**src/rtl/ps2_key_pkg.sv**
```systemverilog
// Shared PS/2 scancode constants, decoder state type and direction indices
// for ps2_dir_decoder and its per-direction auto-repeat helper.
package ps2_key_pkg;

  // Prefix bytes of the scancode set 2 stream
  localparam logic [7:0] SC_EXT   = 8'hE0;
  localparam logic [7:0] SC_BRK   = 8'hF0;

  // Extended (E0-prefixed) arrow keys
  localparam logic [7:0] SC_UP    = 8'h75;
  localparam logic [7:0] SC_DOWN  = 8'h72;
  localparam logic [7:0] SC_LEFT  = 8'h6B;
  localparam logic [7:0] SC_RIGHT = 8'h74;

  // Non-extended W/A/S/D keys
  localparam logic [7:0] SC_W     = 8'h1D;
  localparam logic [7:0] SC_A     = 8'h1C;
  localparam logic [7:0] SC_S     = 8'h1B;
  localparam logic [7:0] SC_D     = 8'h23;

  // Bit positions of each direction in the 4-bit held/step vectors
  localparam int DIR_UP    = 0;
  localparam int DIR_DOWN  = 1;
  localparam int DIR_LEFT  = 2;
  localparam int DIR_RIGHT = 3;
  localparam int NUM_DIRS  = 4;

  // Prefix tracking: which of E0 / F0 has been seen ahead of the current byte
  typedef enum logic [1:0] {
    IDLE    = 2'd0,
    EXT     = 2'd1,
    BRK     = 2'd2,
    EXT_BRK = 2'd3
  } ps2_state_e;

  // One-hot direction mask for an extended arrow code, zero for anything else
  function automatic logic [NUM_DIRS-1:0] arrow_mask(input logic [7:0] code);
    arrow_mask = '0;
    case (code)
      SC_UP:    arrow_mask[DIR_UP]    = 1'b1;
      SC_DOWN:  arrow_mask[DIR_DOWN]  = 1'b1;
      SC_LEFT:  arrow_mask[DIR_LEFT]  = 1'b1;
      SC_RIGHT: arrow_mask[DIR_RIGHT] = 1'b1;
      default:  arrow_mask = '0;
    endcase
  endfunction

  // One-hot direction mask for a non-extended WASD code, zero for anything else
  function automatic logic [NUM_DIRS-1:0] wasd_mask(input logic [7:0] code);
    wasd_mask = '0;
    case (code)
      SC_W:    wasd_mask[DIR_UP]    = 1'b1;
      SC_S:    wasd_mask[DIR_DOWN]  = 1'b1;
      SC_A:    wasd_mask[DIR_LEFT]  = 1'b1;
      SC_D:    wasd_mask[DIR_RIGHT] = 1'b1;
      default: wasd_mask = '0;
    endcase
  endfunction

endpackage

```
**src/rtl/ps2_dir_repeat.sv**
```systemverilog
// Per-direction step generator: one pulse on the rising edge of 'held',
// then one pulse every REPEAT_CYCLES cycles while 'held' stays high.
// REPEAT_CYCLES must be >= 2 and 2**CNT_W must exceed REPEAT_CYCLES.
module ps2_dir_repeat #(
  parameter int REPEAT_CYCLES = 2500000,
  parameter int CNT_W         = 22
) (
  input  logic clock,
  input  logic reset,
  input  logic held,
  output logic step
);

  localparam logic [CNT_W-1:0] CNT_LAST = CNT_W'(REPEAT_CYCLES - 1);
  localparam logic [CNT_W-1:0] CNT_ONE  = CNT_W'(1);

  logic             held_q;
  logic [CNT_W-1:0] cnt_q;
  logic [CNT_W-1:0] cnt_d;

  // Edge detect and repeat cadence; the counter restarts on press and release
  always_comb begin
    // NOTE: every signal driven here gets a default first, so no path leaves
    // one unassigned and no latch is inferred.
    cnt_d = '0;
    step  = 1'b0;
    if (held && !held_q) begin
      step = 1'b1;
    end else if (held) begin
      if (cnt_q == CNT_LAST) begin
        step = 1'b1;
      end else begin
        cnt_d = cnt_q + CNT_ONE;
      end
    end
  end

  // State registers
  always_ff @(posedge clock or posedge reset) begin
    // NOTE: sequential state uses non-blocking assignments so every register
    // samples values from before the edge, independent of statement order.
    if (reset) begin
      held_q <= 1'b0;
      cnt_q  <= '0;
    end else begin
      held_q <= held;
      cnt_q  <= cnt_d;
    end
  end

endmodule

```
**src/rtl/ps2_dir_decoder.sv**
```systemverilog
// PS/2 scancode stream to held direction levels plus auto-repeat step pulses.
// Holds the E0/F0 prefix FSM, the held-key registers and last_code; one
// ps2_dir_repeat instance per direction produces the step pulses.
// Optional: define PS2_WASD_EN to also decode W/A/S/D as a second held source.
module ps2_dir_decoder
  import ps2_key_pkg::*;
#(
  parameter int REPEAT_CYCLES = 2500000,
  parameter int CNT_W         = 22
) (
  input  logic       clock,
  input  logic       reset,
  input  logic [7:0] ps2_key_data,
  input  logic       ps2_key_pressed,
  output logic       up,
  output logic       down,
  output logic       left,
  output logic       right,
  output logic       step_up,
  output logic       step_down,
  output logic       step_left,
  output logic       step_right,
  output logic [7:0] last_code
);

  ps2_state_e          state_q, state_d;
  logic [NUM_DIRS-1:0] arrow_q, arrow_d;
  logic [7:0]          last_code_q;
  logic [NUM_DIRS-1:0] held;
  logic [NUM_DIRS-1:0] step_vec;
  logic [NUM_DIRS-1:0] code_arrow;

  assign code_arrow = arrow_mask(ps2_key_data);

`ifdef PS2_WASD_EN
  logic [NUM_DIRS-1:0] wasd_q, wasd_d;
  logic [NUM_DIRS-1:0] code_wasd;

  assign code_wasd = wasd_mask(ps2_key_data);
  assign held      = arrow_q | wasd_q;
`else
  assign held      = arrow_q;
`endif

  // Prefix FSM next state and held-bit updates, acting only on strobed bytes
  always_comb begin
    state_d = state_q;
    arrow_d = arrow_q;
`ifdef PS2_WASD_EN
    wasd_d  = wasd_q;
`endif
    if (ps2_key_pressed) begin
      case (state_q)
        IDLE: begin
          if (ps2_key_data == SC_EXT) begin
            state_d = EXT;
          end else if (ps2_key_data == SC_BRK) begin
            state_d = BRK;
          end else begin
            state_d = IDLE;
`ifdef PS2_WASD_EN
            wasd_d  = wasd_q | code_wasd;
`endif
          end
        end
        EXT: begin
          if (ps2_key_data == SC_BRK) begin
            state_d = EXT_BRK;
          end else if (ps2_key_data == SC_EXT) begin
            state_d = EXT;
          end else begin
            // A typematic make ORs in an already-set bit: level unchanged
            arrow_d = arrow_q | code_arrow;
            state_d = IDLE;
          end
        end
        BRK: begin
          if (ps2_key_data == SC_EXT) begin
            state_d = EXT;
          end else if (ps2_key_data == SC_BRK) begin
            state_d = BRK;
          end else begin
            state_d = IDLE;
`ifdef PS2_WASD_EN
            wasd_d  = wasd_q & ~code_wasd;
`endif
          end
        end
        EXT_BRK: begin
          arrow_d = arrow_q & ~code_arrow;
          state_d = IDLE;
        end
        default: state_d = IDLE;
      endcase
    end
  end

  // FSM, held-key and debug-byte registers
  always_ff @(posedge clock or posedge reset) begin
    if (reset) begin
      state_q     <= IDLE;
      arrow_q     <= '0;
      last_code_q <= '0;
`ifdef PS2_WASD_EN
      wasd_q      <= '0;
`endif
    end else begin
      state_q <= state_d;
      arrow_q <= arrow_d;
`ifdef PS2_WASD_EN
      wasd_q  <= wasd_d;
`endif
      if (ps2_key_pressed) begin
        last_code_q <= ps2_key_data;
      end
    end
  end

  // Independent step generator per direction
  for (genvar i = 0; i < NUM_DIRS; i++) begin : gen_dir
    ps2_dir_repeat #(
      .REPEAT_CYCLES (REPEAT_CYCLES),
      .CNT_W         (CNT_W)
    ) u_repeat (
      .clock (clock),
      .reset (reset),
      .held  (held[i]),
      .step  (step_vec[i])
    );
  end

  assign up         = held[DIR_UP];
  assign down       = held[DIR_DOWN];
  assign left       = held[DIR_LEFT];
  assign right      = held[DIR_RIGHT];
  assign step_up    = step_vec[DIR_UP];
  assign step_down  = step_vec[DIR_DOWN];
  assign step_left  = step_vec[DIR_LEFT];
  assign step_right = step_vec[DIR_RIGHT];
  assign last_code  = last_code_q;

endmodule

```
**config.mk**
```make
export PLATFORM = sky130hd
export DESIGN_NAME = ps2_dir_decoder
export DESIGN_NICKNAME = d
export VERILOG_FILES = /design/src/rtl/ps2_key_pkg.sv /design/src/rtl/ps2_dir_repeat.sv /design/src/rtl/ps2_dir_decoder.sv
export SDC_FILE = /design/constraint.sdc
export NUM_CORES = 1
export LEC_CHECK = 0
export CAP_MARGIN = 20
export CORE_UTILIZATION = 55
export DETAILED_ROUTE_END_ITERATION = 16
export PLACE_DENSITY_LB_ADDON = 0.05
export SLEW_MARGIN = 25
export SYNTH_ARGS = -nofsm -noshare
export SYNTH_HDL_FRONTEND = slang
export SYNTH_HIERARCHICAL = 1
export SYNTH_SLANG_ARGS = --single-unit
```
**constraint.sdc**
```tcl
create_clock -name clock -period 2 [get_ports clock]
set_input_delay 0.4 -clock clock [delete_from_list [all_inputs] [get_ports clock]]
set_output_delay 0.4 -clock clock [all_outputs]
set_load 0.01 [all_outputs]
```
### Word level (Yosys, flattened, before mapping)

Index checks and enable logic that the tools add are counted.

| operators by class | value |
|---|---|
| reduce and logical (&&, ||, !) cells | 12 |
| mux-type cells | 36 |
| equal/unequal tests | 15 |
| bitwise gates (word level) | 3 |
| add/subtract/negate cells | 4 |

Operator list:

| cell | count |
|---|---|
| 22-bit two-way mux | 12 |
| 22-bit by 1-bit adder with 22-bit output (second input constant) | 4 |
| 22-bit == test (second input constant) | 4 |
| 8-bit by 7-bit == test with 1-bit output (second input constant) | 4 |
| 1-bit two-way mux | 17 |
| 8-bit == test (second input constant) | 2 |
| 4-bit two-way mux | 2 |
| 4-bit case mux with 2 select lines | 1 |
| 2-bit two-way mux | 3 |
| 2-bit case mux with 3 select lines | 1 |
| 4-bit bitwise AND | 1 |
| 2-bit == test (second input constant) | 2 |
| 1-bit logical AND | 4 |
| 1-bit zero test | 4 |
| 2-bit != test (second input constant) | 2 |
| 4-bit inverter | 1 |
| 4-bit bitwise OR | 1 |
| 4-bit AND reduction | 1 |
| 2-bit by 1-bit == test with 1-bit output (second input constant) | 1 |
| 2-bit zero test | 1 |
| 2-bit nonzero test | 1 |
| 2-bit OR reduction | 1 |

| storage, ports and cells | value |
|---|---|
| register bits | 106 |
| input bits | 11 |
| logic and storage cells | 81 |

### Depth between registers and ports, before layout

| logic depth | value |
|---|---|
| depth in word-level cells | 6 |
| depth in mapped cells | 7 |
| mapped depth without buffers | 5 |

### By module

Netlist, hierarchy kept.

By module, submodules not included:

| module | instances | cells each | seq. area each (µm²) | area each (µm²) |
|---|---|---|---|---|
| ps2_dir_repeat | 4 | 123 | 575.6 | 1300.0 |
| ps2_dir_decoder | 1 | 50 | 350.3 | 643.1 |

### Worst setup path before layout

No wires, ideal clock.

| timing path | value |
|---|---|
| kind | reg2out |
| start | register gen_dir[1].u_repeat.cnt_q[0] |
| end | output port step_down |
| stages on the path, launching flop included | 7 |
| arrival time | 1.362 ns |
| buffers on the path | 1 |
| setup slack | 0.238 ns |
| cells stage by stage | dfrtp_1 -> ha_1 -> and4_1 -> buf_6 -> nand2_2 -> o31ai_1 -> and2_1 |

| on the way | value |
|---|---|
| word-level cells in the longest chain between the ends | 4 |

Ends and longest elaborated chain:

| element | RTL line | text |
|---|---|---|
| from (decl) | ps2_dir_repeat.sv:18 | `logic [CNT_W-1:0] cnt_q;` |
| from (signal assigned) | ps2_dir_repeat.sv:47 | `cnt_q <= cnt_d;` |
| 22-bit == test | ps2_dir_repeat.sv:30 | `if (cnt_q == CNT_LAST) begin` |
| 1-bit two-way mux | ps2_dir_repeat.sv:30 |  |
| 1-bit two-way mux | ps2_dir_repeat.sv:29 | `end else if (held) begin` |
| 1-bit two-way mux | ps2_dir_repeat.sv:27 | `if (held && !held_q) begin` |
| to (decl) | ps2_dir_decoder.sv:20 | `output logic step_down,` |

No other way between the ends.

### Worst setup path in the final report

| timing path | value |
|---|---|
| start | register gen_dir[2].u_repeat.cnt_q[11] |
| end | output port step_left |

| on the way | value |
|---|---|
| word-level cells in the longest chain between the ends | 4 |

Ends and longest elaborated chain:

| element | RTL line | text |
|---|---|---|
| from (decl) | ps2_dir_repeat.sv:18 |  |
| from (signal assigned) | ps2_dir_repeat.sv:47 |  |
| 22-bit == test | ps2_dir_repeat.sv:30 |  |
| 1-bit two-way mux | ps2_dir_repeat.sv:30 |  |
| 1-bit two-way mux | ps2_dir_repeat.sv:29 |  |
| 1-bit two-way mux | ps2_dir_repeat.sv:27 |  |
| to (decl) | ps2_dir_decoder.sv:21 | `output logic step_left,` |

No other way between the ends.

==> summary.txt <==
Floorplan
  • Die Y: 105 µm
  • Die Footprint: ~11000 µm²
  • I/O Pins: 27
  • Die width: roughly 110 µm
  • Site Rows: 37
  • Core area: 10300 µm²
  • Initial Utilization: between 50 and 60%

Synth
  • Top-area cell type share of the netlist area: roughly 45%
  • Synth async-reset ratio: 100%
  • Synth Flop Type: dfrtp_1
  • Synth Register Bits: around 110
  • Area contributors post-synth: dfrtp_1 45%, nor2_2 6.4%, xor2_1 5.4%
  • Synth cell types: 42
  • YS warnings: 6
  • Synth top cells by count: 106 x dfrtp_1, 60 x nor2_2, 39 x nand2_1, 36 x xor2_1, 26 x nand3_1
  • Most numerous cell in the Yosys netlist: dfrtp_1
  • Syn_area_per_cell: approximately 11 µm²
  • Mapped cell area: roughly 6000 µm²
  • Syn nets: between 500 and 600
  • Post-synth top area cell: dfrtp_1
  • Sequential element share of the synthesized area: a little under half
  • Cell count after synthesis: approximately 540
  • EDFF count, synth: 0

Clock network
  • CTS sink cnt: approximately 110
  • Hold-fix buffers at CTS: 0
  • H-tree lvl count: 3
  • Root Driver: clkbuf_8
  • CTS tree: yes
  • Clk_lat worst skew: approximately 0.38 ns
  • Max clock buf depth: 2
  • Worst-path clk slew: around 0.1 ns
  • CTS Buf Count: 9

Global route
  • Gr usage total: around a quarter
  • First-pass GRT wire length: between 20 and 25 mm
  • GRT overflow: 0
  • Initial antenna violation count: 1
  • Vias in the first global route: 4530
  • Largest net degree at the start of global routing: 24

Timing
  • Relative slew slack: ~64%
  • Fin crit share: 108%
  • Slew Limit Fails: 0
  • Worst Slack Setup Final: -0.151 ns
  • Hold WS: between 0.5 and 0.6 ns
  • Fin. Hold Viols: 0
  • Slew @ Worst Pin: between 0.5 and 0.6 ns
  • F_max: between 400 and 500 MHz
  • Finish-stage setup viols: 4
  • Skew final: between 0.01 and 0.015 ns
  • Unrepaired setup endpoints after global routing: yes
  • Final critical-path required period: between 2 and 2.5 ns

Setup path
  • Cell chain of the critical path: nor4bb_2 > nand4_1 > o31ai_2 > and2_1 > buf_2
  • Max stage delay on crit path: between 0.4 and 0.5 ns
  • CP max stage cell: dfrtp_1
  • Required @ worst endpoint: roughly 1.6 ns
  • Worst endpoint data arrival time: about 1.8 ns
  • CP endpoint kind: output port
  • Crit path buffers/inverters: 1
  • Worst Path Max Fanout: 2
  • Kind of critical path: reg -> out
  • Cell family with the largest share of critical-path delay: simple AND/OR/NAND/NOR gates
  • CP startpoint kind: flip-flop

Layout
  • Post-Layout Cell Count: slightly above 800
  • Final Core Density: a little over two thirds
  • Share of post-route cells with drive strength above 1: roughly two fifths
  • Layout area overhead: 23.8%
  • NumNets Final: ~700

Pwr
  • Pwr/cell area: about 480 nW/µm²
  • Leak pwr: between 2 and 3 nW
  • Worst VDD drop: ~0.41 mV

Drt
  • Antenna-violating nets left: 0
  • Drt pass-1 iters: 4
  • Vias per cell: 5.45
  • Residual DRC: 0
  • 1st-iter DRT viols: around 140
  • Routed WL per cell: about 15 µm
  • Total length of routed wires: 12.3 mm
  • Total number of vias: ~4400

Run
  • # Max-Cap Violations: 0

Placement
  • RD Place Congestion: ~0.80
  • Port bufs: 26
  • Pre-CTS setup slack: -0.183 ns
  • Detailed Place HPWL: 8.66 mm
  • Placed Cells: approximately 790

Outcome
  • Status: finished, violations left
  • Failing checks: setup timing

Worst hold path
  • HP Class: reg -> reg
## path summary, 6_finish.rpt
kind / end / from / slack, ns / cells after the start
setup / recovery: step_left / gen_dir[2].u_repeat/cnt_q[11]$_DFF_PP0_ / -0.15 / 5
setup reg to reg: gen_dir[2].u_repeat/cnt_q[21]$_DFF_PP0_ / gen_dir[2].u_repeat/cnt_q[11]$_DFF_PP0_ / 0.10 / 7
hold reg to reg: gen_dir[1].u_repeat/held_q$_DFF_PP0_ / flip-flop / 0.52 / 0
min in group asynchronous: gen_dir[0].u_repeat/cnt_q[16]$_DFF_PP0_ / reset / 0.54 / 3
max in group asynchronous: async pin / reset / 1.10 / 2
hold / removal: gen_dir[1].u_repeat/held_q$_DFF_PP0_ / flip-flop / 0.52 / 0
## state kept, by name, summed over array words and instances, names as in the netlist, named ones only
signal,count
state_q,2
gen_dir.u_repeat/cnt_q,88
gen_dir.u_repeat/held_q,4
last_code,8
## stage by stage
step                      cell area (µm²)  power (W)  TNS [ns]
after global placement               6860    0.00237    -0.615
after floorplan                      5840    0.00228         0
after global routing                 7230    0.00360    -0.982
final                                7230    0.00346    -0.500
after CTS                            7100    0.00353     -2.24
after detailed placement             6860    0.00237    -0.625
## kinds of logic (layout without fill, tap and decap cells)
group           count (synthesis)  in the layout  synth area share, %
compound gates                 58             58                 8.39
xor+xnor                       56             56                 8.39
fa+ha+maj                       4              4                0.857
buf+inv                        40            173                 5.16
flops                         106            106                 45.4
mux                            12             12                 2.31
other cells                     0              1                    0
simple gates                  266            266                 29.5
## per-layer routing
metal | GRT usage (%) | vias up | share of wire (%)
met5 | 0 | - | 0
met4 | 9.26 | 0 | 2.6
met3 | 5.30 | 19 | 2.7
met2 | 41.3 | 60 | 50
met1 | 29.2 | 2179 | 45
li1 | - | 2166 | -
## cell type report
| type | count | area (µm²) |
|---|---|---|
| clock inverter | 4 | 20.0 |
| tap | 136 | 170 |
| inverter | 15 | 56.3 |
| sequential | 106 | 2650 |
| timing repair buffer | 143 | 1200 |
| antenna | 1 | 2.50 |
| multi-input combinational | 396 | 3000 |
| fill | 793 | 3090 |
| clock buffer | 11 | 131 |
## power by group
part	switching [W]	internal (W)	total, W	leakage [nW]
sequential	0.0000121	0.00216	0.00217	1.46
combinational	0.0000807	0.0000742	0.000155	1.43
clock	0.000698	0.000439	0.00114	0.0827
total	0.000791	0.00267	0.00346	2.98
## layout by cell type, fill, tap and decap left out, types with 5 or more instances in the layout
cell,netlist,final
a21oi_2,24,24
and2_1,8,8
and3_1,12,12
and4_1,12,8
buf_4,8,109
clkbuf_8,0,9
clkdlybuf4s50_1,0,22
dfrtp_1,106,106
inv_1,15,15
mux2_2,11,11
nand2_1,39,39
nand3_1,26,26
nand4_1,24,24
nor2_1,8,8
nor2_2,60,60
nor3_1,5,5
nor4_1,5,5
nor4b_2,0,8
o21ai_0,20,20
o31ai_1,8,5
or3_1,20,20
xnor2_1,20,20
xor2_1,36,36
## timing repair
action	in CTS	in global routing
setup endpoints to repair	4	26
pin swaps	19	10
hold endpoints to repair	0	0
buffers inserted	6	5
resized for setup	33	11
cloned	0	3
Note: power is estimated with default switching activity, not from simulation.
